$ cat config.mk
export PLATFORM = sky130hd
export DESIGN_NAME = ps2_host_tx
export DESIGN_NICKNAME = d
export VERILOG_FILES = /design/src/rtl/ps2_pkg.sv /design/src/rtl/ps2_sync_edge.sv /design/src/rtl/ps2_host_tx.sv
export SDC_FILE = /design/constraint.sdc
export NUM_CORES = 1
export LEC_CHECK = 0
export ABC_CLOCK_PERIOD_IN_PS = 3610
export BUFFER_PORTS_ARGS = -buffer_cell sky130_fd_sc_hd__buf_2
export CORE_UTILIZATION = 55
export CTS_BUF_LIST = sky130_fd_sc_hd__clkbuf_4 sky130_fd_sc_hd__clkbuf_8
export DETAILED_ROUTE_END_ITERATION = 7
export PLACE_DENSITY = 0.75
export SLEW_MARGIN = 0
export SYNTH_ARGS = -nofsm -noshare
export SYNTH_HDL_FRONTEND = slang
export SYNTH_SLANG_ARGS = --single-unit
export TNS_END_PERCENT = 10
$ cat constraint.sdc
create_clock -name clk -period 3.61 [get_ports clk]
set_input_delay 0.1805 -clock clk [delete_from_list [all_inputs] [get_ports clk]]
set_output_delay 0.1805 -clock clk [all_outputs]
set_load 0.02 [all_outputs]
$ cat src/rtl/ps2_pkg.sv
// Shared PS/2 definitions: transmitter state encoding, default timing
// constants and the parity helper used by the host transmitter.
package ps2_pkg;

  typedef logic [2:0] ps2_state_t;

  localparam logic [2:0] ST_IDLE    = 3'd0;
  localparam logic [2:0] ST_INHIBIT = 3'd1;
  localparam logic [2:0] ST_RTS     = 3'd2;
  localparam logic [2:0] ST_SEND    = 3'd3;
  localparam logic [2:0] ST_ACK     = 3'd4;
  localparam logic [2:0] ST_RELEASE = 3'd5;

  localparam int DEFAULT_CLK_FREQ   = 100_000_000;
  localparam int DEFAULT_INHIBIT_US = 100;
  localparam int DEFAULT_TIMEOUT_MS = 15;

  // Parity bit that makes data plus parity contain an odd number of ones.
  function automatic logic odd_parity(input logic [7:0] d);
    return ~^d;
  endfunction

endpackage

$ cat src/rtl/ps2_sync_edge.sv
// Two-flop synchronizer for one raw PS/2 line plus a registered
// falling-edge detector. Level and fall pulse are aligned: both reflect
// the line three clocks after it changes.
module ps2_sync_edge (
  input  logic clk,
  input  logic rst,
  input  logic line,
  output logic level,
  output logic fall
);

  logic meta_reg;
  logic sync_reg;
  logic hist_reg;
  logic fall_reg;

  // Synchronize the line and flag a 1->0 transition of the synced value;
  // reset to the idle-high level so leaving reset never looks like an edge.
  always_ff @(posedge clk) begin
    if (rst) begin
      meta_reg <= 1'b1;
      sync_reg <= 1'b1;
      hist_reg <= 1'b1;
      fall_reg <= 1'b0;
    end else begin
      meta_reg <= line;
      sync_reg <= meta_reg;
      hist_reg <= sync_reg;
      fall_reg <= hist_reg & ~sync_reg;
    end
  end

  assign level = hist_reg;
  assign fall  = fall_reg;

endmodule

$ cat src/rtl/ps2_host_tx.sv
// PS/2 host-to-device byte transmitter. Inhibits the bus, issues
// request-to-send, shifts data/parity/stop on device falling clock edges,
// checks the device acknowledge and waits for the bus to go idle.
// All line drives are open-drain enables (1 = pull low).
module ps2_host_tx
  import ps2_pkg::*;
#(
  parameter int CLK_FREQ   = DEFAULT_CLK_FREQ,
  parameter int INHIBIT_US = DEFAULT_INHIBIT_US,
  parameter int TIMEOUT_MS = DEFAULT_TIMEOUT_MS
) (
  input  logic       clk,
  input  logic       rst,
  input  logic [7:0] txData,
  input  logic       txStart,
  input  logic       ps2ClkIn,
  input  logic       ps2DataIn,
  output logic       ps2ClkOe,
  output logic       ps2DataOe,
  output logic       txBusy,
  output logic       txDone,
  output logic       txError
);

  localparam int INHIBIT_CYCLES = CLK_FREQ / 1_000_000 * INHIBIT_US;
  localparam int TIMEOUT_CYCLES = CLK_FREQ / 1000 * TIMEOUT_MS;
  localparam int INH_W = $clog2(INHIBIT_CYCLES + 1);
  localparam int TO_W  = $clog2(TIMEOUT_CYCLES + 1);

  localparam logic [INH_W-1:0] INHIBIT_LAST = INH_W'(INHIBIT_CYCLES - 1);
  localparam logic [TO_W-1:0]  TIMEOUT_LAST = TO_W'(TIMEOUT_CYCLES - 1);

  logic clk_level;
  logic clk_fall;
  logic data_level;
  logic data_fall_unused;

  ps2_sync_edge u_clk_sync (
    .clk   (clk),
    .rst   (rst),
    .line  (ps2ClkIn),
    .level (clk_level),
    .fall  (clk_fall)
  );

  ps2_sync_edge u_data_sync (
    .clk   (clk),
    .rst   (rst),
    .line  (ps2DataIn),
    .level (data_level),
    .fall  (data_fall_unused)
  );

  ps2_state_t       state_reg,   state_next;
  logic             clk_oe_reg,  clk_oe_next;
  logic             data_oe_reg, data_oe_next;
  logic             busy_reg,    busy_next;
  logic             done_reg,    done_next;
  logic             error_reg,   error_next;
  logic [7:0]       data_reg,    data_next;
  logic             parity_reg,  parity_next;
  logic [INH_W-1:0] inh_cnt_reg, inh_cnt_next;
  logic [TO_W-1:0]  to_cnt_reg,  to_cnt_next;
  logic [3:0]       bit_cnt_reg, bit_cnt_next;

  // Next-state logic: frame sequencing, bit shifting and the overall timeout.
  always_comb begin
    state_next   = state_reg;
    clk_oe_next  = clk_oe_reg;
    data_oe_next = data_oe_reg;
    busy_next    = busy_reg;
    done_next    = 1'b0;
    error_next   = 1'b0;
    data_next    = data_reg;
    parity_next  = parity_reg;
    inh_cnt_next = inh_cnt_reg;
    to_cnt_next  = to_cnt_reg;
    bit_cnt_next = bit_cnt_reg;

    case (state_reg)
      ST_IDLE: begin
        clk_oe_next  = 1'b0;
        data_oe_next = 1'b0;
        busy_next    = 1'b0;
        if (txStart) begin
          // The byte is captured here; later txData changes are ignored.
          data_next    = txData;
          parity_next  = odd_parity(txData);
          inh_cnt_next = '0;
          to_cnt_next  = '0;
          bit_cnt_next = '0;
          clk_oe_next  = 1'b1;
          busy_next    = 1'b1;
          state_next   = ST_INHIBIT;
        end
      end

      ST_INHIBIT: begin
        if (inh_cnt_reg == INHIBIT_LAST) begin
          // Release clock and pull data low (start bit) in the same edge.
          clk_oe_next  = 1'b0;
          data_oe_next = 1'b1;
          to_cnt_next  = '0;
          state_next   = ST_RTS;
        end else begin
          inh_cnt_next = inh_cnt_reg + INH_W'(1);
        end
      end

      ST_RTS, ST_SEND, ST_ACK, ST_RELEASE: begin
        if (to_cnt_reg == TIMEOUT_LAST) begin
          error_next   = 1'b1;
          busy_next    = 1'b0;
          clk_oe_next  = 1'b0;
          data_oe_next = 1'b0;
          state_next   = ST_IDLE;
        end else begin
          to_cnt_next = to_cnt_reg + TO_W'(1);
          if (state_reg == ST_RTS) begin
            bit_cnt_next = '0;
            state_next   = ST_SEND;
          end else if (state_reg == ST_SEND) begin
            // bit_cnt_reg holds the number of device falling edges seen so far.
            if (clk_fall) begin
              bit_cnt_next = bit_cnt_reg + 4'd1;
              if (bit_cnt_reg < 4'd8) begin
                data_oe_next = ~data_reg[bit_cnt_reg[2:0]];
              end else if (bit_cnt_reg == 4'd8) begin
                data_oe_next = ~parity_reg;
              end else begin
                data_oe_next = 1'b0;
                state_next   = ST_ACK;
              end
            end
          end else if (state_reg == ST_ACK) begin
            if (clk_fall) begin
              if (!data_level) begin
                state_next = ST_RELEASE;
              end else begin
                error_next = 1'b1;
                busy_next  = 1'b0;
                state_next = ST_IDLE;
              end
            end
          end else begin
            if (clk_level && data_level) begin
              done_next  = 1'b1;
              busy_next  = 1'b0;
              state_next = ST_IDLE;
            end
          end
        end
      end

      default: begin
        clk_oe_next  = 1'b0;
        data_oe_next = 1'b0;
        busy_next    = 1'b0;
        state_next   = ST_IDLE;
      end
    endcase
  end

  // State and output registers; reset releases both lines immediately.
  always_ff @(posedge clk) begin
    if (rst) begin
      state_reg   <= ST_IDLE;
      clk_oe_reg  <= 1'b0;
      data_oe_reg <= 1'b0;
      busy_reg    <= 1'b0;
      done_reg    <= 1'b0;
      error_reg   <= 1'b0;
      data_reg    <= '0;
      parity_reg  <= 1'b0;
      inh_cnt_reg <= '0;
      to_cnt_reg  <= '0;
      bit_cnt_reg <= '0;
    end else begin
      state_reg   <= state_next;
      clk_oe_reg  <= clk_oe_next;
      data_oe_reg <= data_oe_next;
      busy_reg    <= busy_next;
      done_reg    <= done_next;
      error_reg   <= error_next;
      data_reg    <= data_next;
      parity_reg  <= parity_next;
      inh_cnt_reg <= inh_cnt_next;
      to_cnt_reg  <= to_cnt_next;
      bit_cnt_reg <= bit_cnt_next;
    end
  end

  assign ps2ClkOe  = clk_oe_reg;
  assign ps2DataOe = data_oe_reg;
  assign txBusy    = busy_reg;
  assign txDone    = done_reg;
  assign txError   = error_reg;

endmodule

==> flow_summary.json, run 1 <==
{
  "cts_resized": 0,
  "synth_seq_cells": 63,
  "cts_buffer_depth": 2,
  "yosysUniqueCellTypes": 55,
  "grt_max_degree": 33,
  "yosys_warnings": 0,
  "place_area_um2": 3410,
  "wl_per_cell_um": 14.9,
  "fin_crit_ns": 2.91,
  "fin_total_pwr_mw": 2.18,
  "arrival_ns": 3.17,
  "finalSetupViolCount": 0,
  "grt_pass1_wl_mm": 12.3,
  "die_y_um": 79.5,
  "finalCritPeriodShare_pct": 80.5,
  "worst_pin_slew_ns": 0.879,
  "cts_tree": "built",
  "final_cells": 482,
  "maxSlewHeadroom_pct": 40.9,
  "crit_type": "reg -> reg",
  "layout_commonest_cell": "dfxtp_1",
  "syn_area_um2": 3300,
  "synth-async-reset-ratio_pct": 0,
  "core_um2": 5640,
  "slew_violations": 0,
  "avgSynthCellArea_um2": 8.36,
  "cts_buffers": 9,
  "first_global_vias": 2660,
  "die_w_um": 79.5,
  "layout-drive-gt1-share_pct": 12.2,
  "fillers": 486,
  "synth_edf_count": 0,
  "drtIter0Drc": 254,
  "rsz0062_at_grt": "no",
  "hold_class": "in -> reg",
  "final_nets": 425,
  "yosysSeqAreaShare_pct": 38.2,
  "via_per_inst": 6.06,
  "place_congestion": 0.898,
  "grt_usage_pct": 25.0,
  "routed_wirelength_mm": 7.19,
  "drcViolationCount": 0,
  "finish.utilization_pct": 64.6,
  "r2r_setup_slack_ns": 0.70,
  "required_ns": 3.87,
  "port_buffers": 17,
  "hold_viol": 0,
  "synth_top_flop_cell": "dfxtp_1",
  "yosys-top-cells-area": "dfxtp_1 38%, nand2_1 5.3%, xnor2_1 5.0%",
  "cp-end-kind": "flop",
  "mostFrequentLayoutCells": "63 x dfxtp_1, 47 x nand2_1, 30 x a21oi_1",
  "cts_setup_buffers": 0,
  "antenna_found_initial": 0,
  "ir_worst_vdd_v": 0.000414,
  "rows": 27,
  "clock.fmax_ghz": 0.344,
  "design_area_um2": 3640,
  "pin_count": 18,
  "p_leak_nw": 1.23,
  "root_buffer": "clkbuf_8",
  "finClkSkew_ns": 0.00851,
  "grt_overflow": 0,
  "syn_nets": 414,
  "yosysTopAreaCellShare_pct": 38.2,
  "clkTransAtPathRegs_ns": 0.07,
  "area_growth_syn_to_layout_pct": 10.3,
  "dr.pass1.iters": 4,
  "cap_violations": 0,
  "antenna_cells": 0,
  "dp.cells": 467,
  "synth_area_leader_cell": "dfxtp_1",
  "vias": 2923,
  "synthCells": 395,
  "cts_sinks": 63,
  "insertion_delay_ns": 0.34,
  "tns_ns": 0,
  "start_util_pct": 58.5,
  "ctsHoldBuffers": 0,
  "startpoint_type": "flop",
  "htreeDepth": 3,
  "dp_hpwl_mm": 4.93,
  "p_per_area_nw_per_um2": 599,
  "status": "finished, final reports clean",
  "die_area_um2": 6320,
  "antenna_left": 0,
  "cp_max_fo": 13,
  "largest_reg_flops": 21
}
==> metal layers <==
layer  track usage, %  part of all wire [%]  up-vias
li1                 -                     -     1461
met1             31.0                    45     1384
met2             42.0                    47       65
met3             7.09                   5.5       13
met4             7.45                   1.6        0
met5                0                     0        -
==> cell usage after synthesis (9+ instances only) <==
cell type  number
or4_1           9
or3_1          10
a21oi_1        30
nor2_1         23
o21ai_0        15
nand4_1         9
xnor2_1        19
dfxtp_1        63
a211oi_1       11
nand2_1        47
clkbuf_1       12
inv_1          15
nand3_1        20
==> kinds of logic (layout without fill, tap and decap cells) <==
logic type	Yosys count	after routing	synth area share (%)
compound gates	94	94	19.0
mux	10	10	3.86
fa+ha+maj	6	6	2.27
flops	63	63	38.2
xor+xnor	22	22	5.83
simple gates	166	166	26.7
buf+inv	34	49	4.13
==> per-stage QoR <==
step | hold slack, ns | setup slack [ns]
final | 0.0113 | 0.704
after global routing | 0.00813 | 0.452
after CTS | 0.00873 | 0.725
after detailed placement | 0.368 | 0.736
after global placement | 0.368 | 0.871
after floorplan | 0.284 | 0.805
==> worst paths after layout <==
kind,startpoint,endpoint,cells past startpoint
min reg2reg,u_data_sync.sync_reg$_SDFF_PP1_,u_data_sync.level$_SDFF_PP1_,1
max,state_reg[1]$_SDFFE_PP0P_,bit_cnt_reg[3]$_SDFFE_PP0P_,7
max reg2reg,state_reg[1]$_SDFFE_PP0P_,bit_cnt_reg[3]$_SDFFE_PP0P_,7
min,ps2ClkIn,u_clk_sync.meta_reg$_SDFF_PP1_,2
==> where the power goes <==
group | leakage, nW | internal (mW) | switching (mW)
Clock | 0.118 | 0.440 | 0.265
Combinational | 0.597 | 0.232 | 0.430
Sequential | 0.511 | 0.753 | 0.0616
==> layout make-up <==
| class | count | area (um^2) | area share (%) |
|---|---|---|---|
| well taps | 72 | 90.1 | 2.47 |
| clock inverters | 3 | 65.1 | 1.79 |
| clock buffers | 12 | 165 | 4.53 |
| inverters | 15 | 56.3 | 1.55 |
| repair buffers | 19 | 100 | 2.75 |
| flip-flops and latches | 63 | 1260 | 34.6 |
| multi-input cells | 298 | 1910 | 52.3 |
==> worst max-delay path, stage by stage (launching register included) <==
cell and delay [ns]:
dfxtp_1 0.61, inv_1 0.20, ha_1 0.44, xnor2_1 0.16, o32a_1 0.31, or3_1 0.40
or4_1 0.49, a211oi_1 0.22
Note: power is estimated with default switching activity, not from simulation.
==> run 2: changes to the inputs <==
- ABC_CLOCK_PERIOD_IN_PS: 3610 -> 2400
- PLACE_DENSITY: 0.75 -> 0.78
- clock period: 3.61 -> 2.4 ns (I/O delays scaled with it)
==> run 2 against run 1 <==
Net effect:
- register-to-register slack worse by 0.67 ns
- combinational power grew 97%
- sequential power up 46%
- critical path depth is 1 lower
- fmax rose by 23%
- flip-flop and latch count did not move
- cell count up 7.1%
- cell area grew 7.2%
- via count is 7.7% higher
- worst hold slack improved by 0.019 ns
- first-iteration DRC count is 17% lower
- critical endpoint is now to_cnt_reg[12]$_SDFFE_PP0P_
- largest power group is now combinational logic
==> flow_summary.json, run 2 (synthesis gave the netlist of run 1 again) <==
{
  "p_leak_nw": 1.38,
  "drtIter0Drc": 212,
  "p_clk_share_pct": 26.8,
  "grt_overflow": 0,
  "crit_type": "reg -> reg",
  "htreeDepth": 3,
  "power_frac_seq_pct": 35.0,
  "rsz0062_at_grt": "yes",
  "layout_commonest_cell": "dfxtp_1",
  "hold_viol": 0,
  "met2_length_mm": 3.80,
  "arrival_ns": 2.65,
  "port_buffers": 17,
  "cts_buffer_depth": 2,
  "worst_pin_slew_ns": 0.620,
  "cp-end-kind": "flop",
  "start_util_pct": 58.5,
  "hold_class": "in -> reg",
  "status": "finished, final reports clean",
  "routed_wirelength_mm": 7.87,
  "core_um2": 5640,
  "mostFrequentLayoutCells": "61 x dfxtp_1, 47 x nand2_1, 30 x a21oi_1, 30 x buf_4, 23 x nor2_1",
  "required_ns": 2.68,
  "root_buffer": "clkbuf_8",
  "startpoint_type": "flop",
  "grt_usage_pct": 26.9,
  "p_int_mw": 2.17,
  "finClkSkew_ns": 0.00656,
  "dp_hpwl_mm": 5.48,
  "grt_max_degree": 32,
  "switching_share_pct": 36.4,
  "clkTransAtPathRegs_ns": 0.07,
  "wl_met3_um": 398,
  "cp_max_fo": 8,
  "antenna_left": 0,
  "cap_violations": 0,
  "finalSetupViolCount": 0,
  "final_nets": 458,
  "hold_ws_ns": 0.0303,
  "wl_per_cell_um": 15.3,
  "antenna_found_initial": 0,
  "finalCritPeriodShare_pct": 98.7,
  "comb_power_share_pct": 38.1,
  "dr.pass1.iters": 5,
  "slew_violations": 0,
  "vias": 3147,
  "pin_count": 18,
  "cts_buffers": 9,
  "insertion_delay_ns": 0.34,
  "rows": 27,
  "clock.fmax_ghz": 0.422,
  "die_area_um2": 6320,
  "switchingPower_mw": 1.24,
  "die_w_um": 79.5,
  "wl_met1_mm": 3.41,
  "first_global_vias": 2964,
  "area_growth_syn_to_layout_pct": 18.3,
  "ir_worst_vdd_v": 0.000508,
  "highest_layer": "met4",
  "largest_reg_flops": 21,
  "layout-drive-gt1-share_pct": 20.0,
  "die_y_um": 79.5,
  "maxSlewHeadroom_pct": 58.6,
  "place_congestion": 0.925,
  "dp.cells": 491,
  "via_per_inst": 6.10,
  "cts_sinks": 63,
  "final_cells": 516,
  "grt_pass1_wl_mm": 13.3,
  "cts_tree": "built",
  "drcViolationCount": 0,
  "antenna_cells": 0,
  "p_per_area_nw_per_um2": 873,
  "fin_crit_ns": 2.37
}
## run 2: changes by cell type in the layout (fill, tap and decap cells not counted), moves of 2 or more
cell	before	now
clkinv_4	0	3
dfxtp_1	63	61
buf_6	0	2
dlygate4sd3_1	0	2
dfxtp_2	0	2
buf_4	2	30
clkbuf_8	12	9
## run 2: what timing repair did
action | in CTS | in global routing
endpoints found under the hold margin | 2 | 0
resized for setup | 2 | 6
pin swaps | 0 | 3
hold buffers | 2 | 0
endpoints found under the setup margin | 1 | 12
buffers inserted | 0 | 7
## run 2: critical path: stages, from the launching register on
cell	delay (ns)
dfxtp_2	0.34
or4b_4	0.55
o41ai_4	0.43
nand3_4	0.18
buf_2	0.21
or4_1	0.51
nand2_1	0.09
## run 2: final cells by class
| type | instances | area, um^2 |
|---|---|---|
| timing repair buffer | 52 | 358 |
| tap | 72 | 90.1 |
| fill | 421 | 1730 |
| sequential | 63 | 1260 |
| clock buffer | 9 | 124 |
| clock inverter | 7 | 73.8 |
| multi-input combinational | 298 | 1940 |
| inverter | 15 | 58.8 |
## run 2: stage by stage
step	utilization, %	cell area [um^2]	setup slack (ns)	setup TNS (ns)	total power [mW]
global placement	64.0	3610	0.0779	0	2.36
floorplan	-	3340	-0.0244	-0.0484	2.06
detailed placement	64.0	3610	0.0416	0	2.38
global route	69.3	3910	-0.0517	-0.127	3.60
finish	69.3	3910	0.0324	0	3.41
CTS	68.0	3840	0.0256	0	3.30
## run 2: final timing paths
path                                   start  slack [ns]                            to  cells past startpoint
max reg2reg     inh_cnt_reg[11]$_SDFFE_PP0P_        0.03   to_cnt_reg[12]$_SDFFE_PP0P_                      6
min                                txData[6]        0.03      data_reg[6]$_SDFFE_PP0P_                      3
min reg2reg  u_data_sync.sync_reg$_SDFF_PP1_        0.41  u_data_sync.level$_SDFF_PP1_                      1
max             inh_cnt_reg[11]$_SDFFE_PP0P_        0.03   to_cnt_reg[12]$_SDFFE_PP0P_                      6
## run 2: power by group through the flow
stage / Combinational [mW] / Sequential (mW) / Clock [mW]
2_1_floorplan: 0.825 / 1.23 / 0
3_3_place_gp: 1.15 / 1.22 / 0
3_5_place_dp: 1.16 / 1.22 / 0
4_1_cts: 1.19 / 1.19 / 0.924
5_1_grt: 1.41 / 1.21 / 0.980
6_report: 1.30 / 1.19 / 0.915
## run 2: layer usage
metal	track usage, %	vias to the layer above
li1	-	1534
met1	32.6	1445
met2	44.0	139
met3	4.69	29
met4	16.5	0
met5	0	-
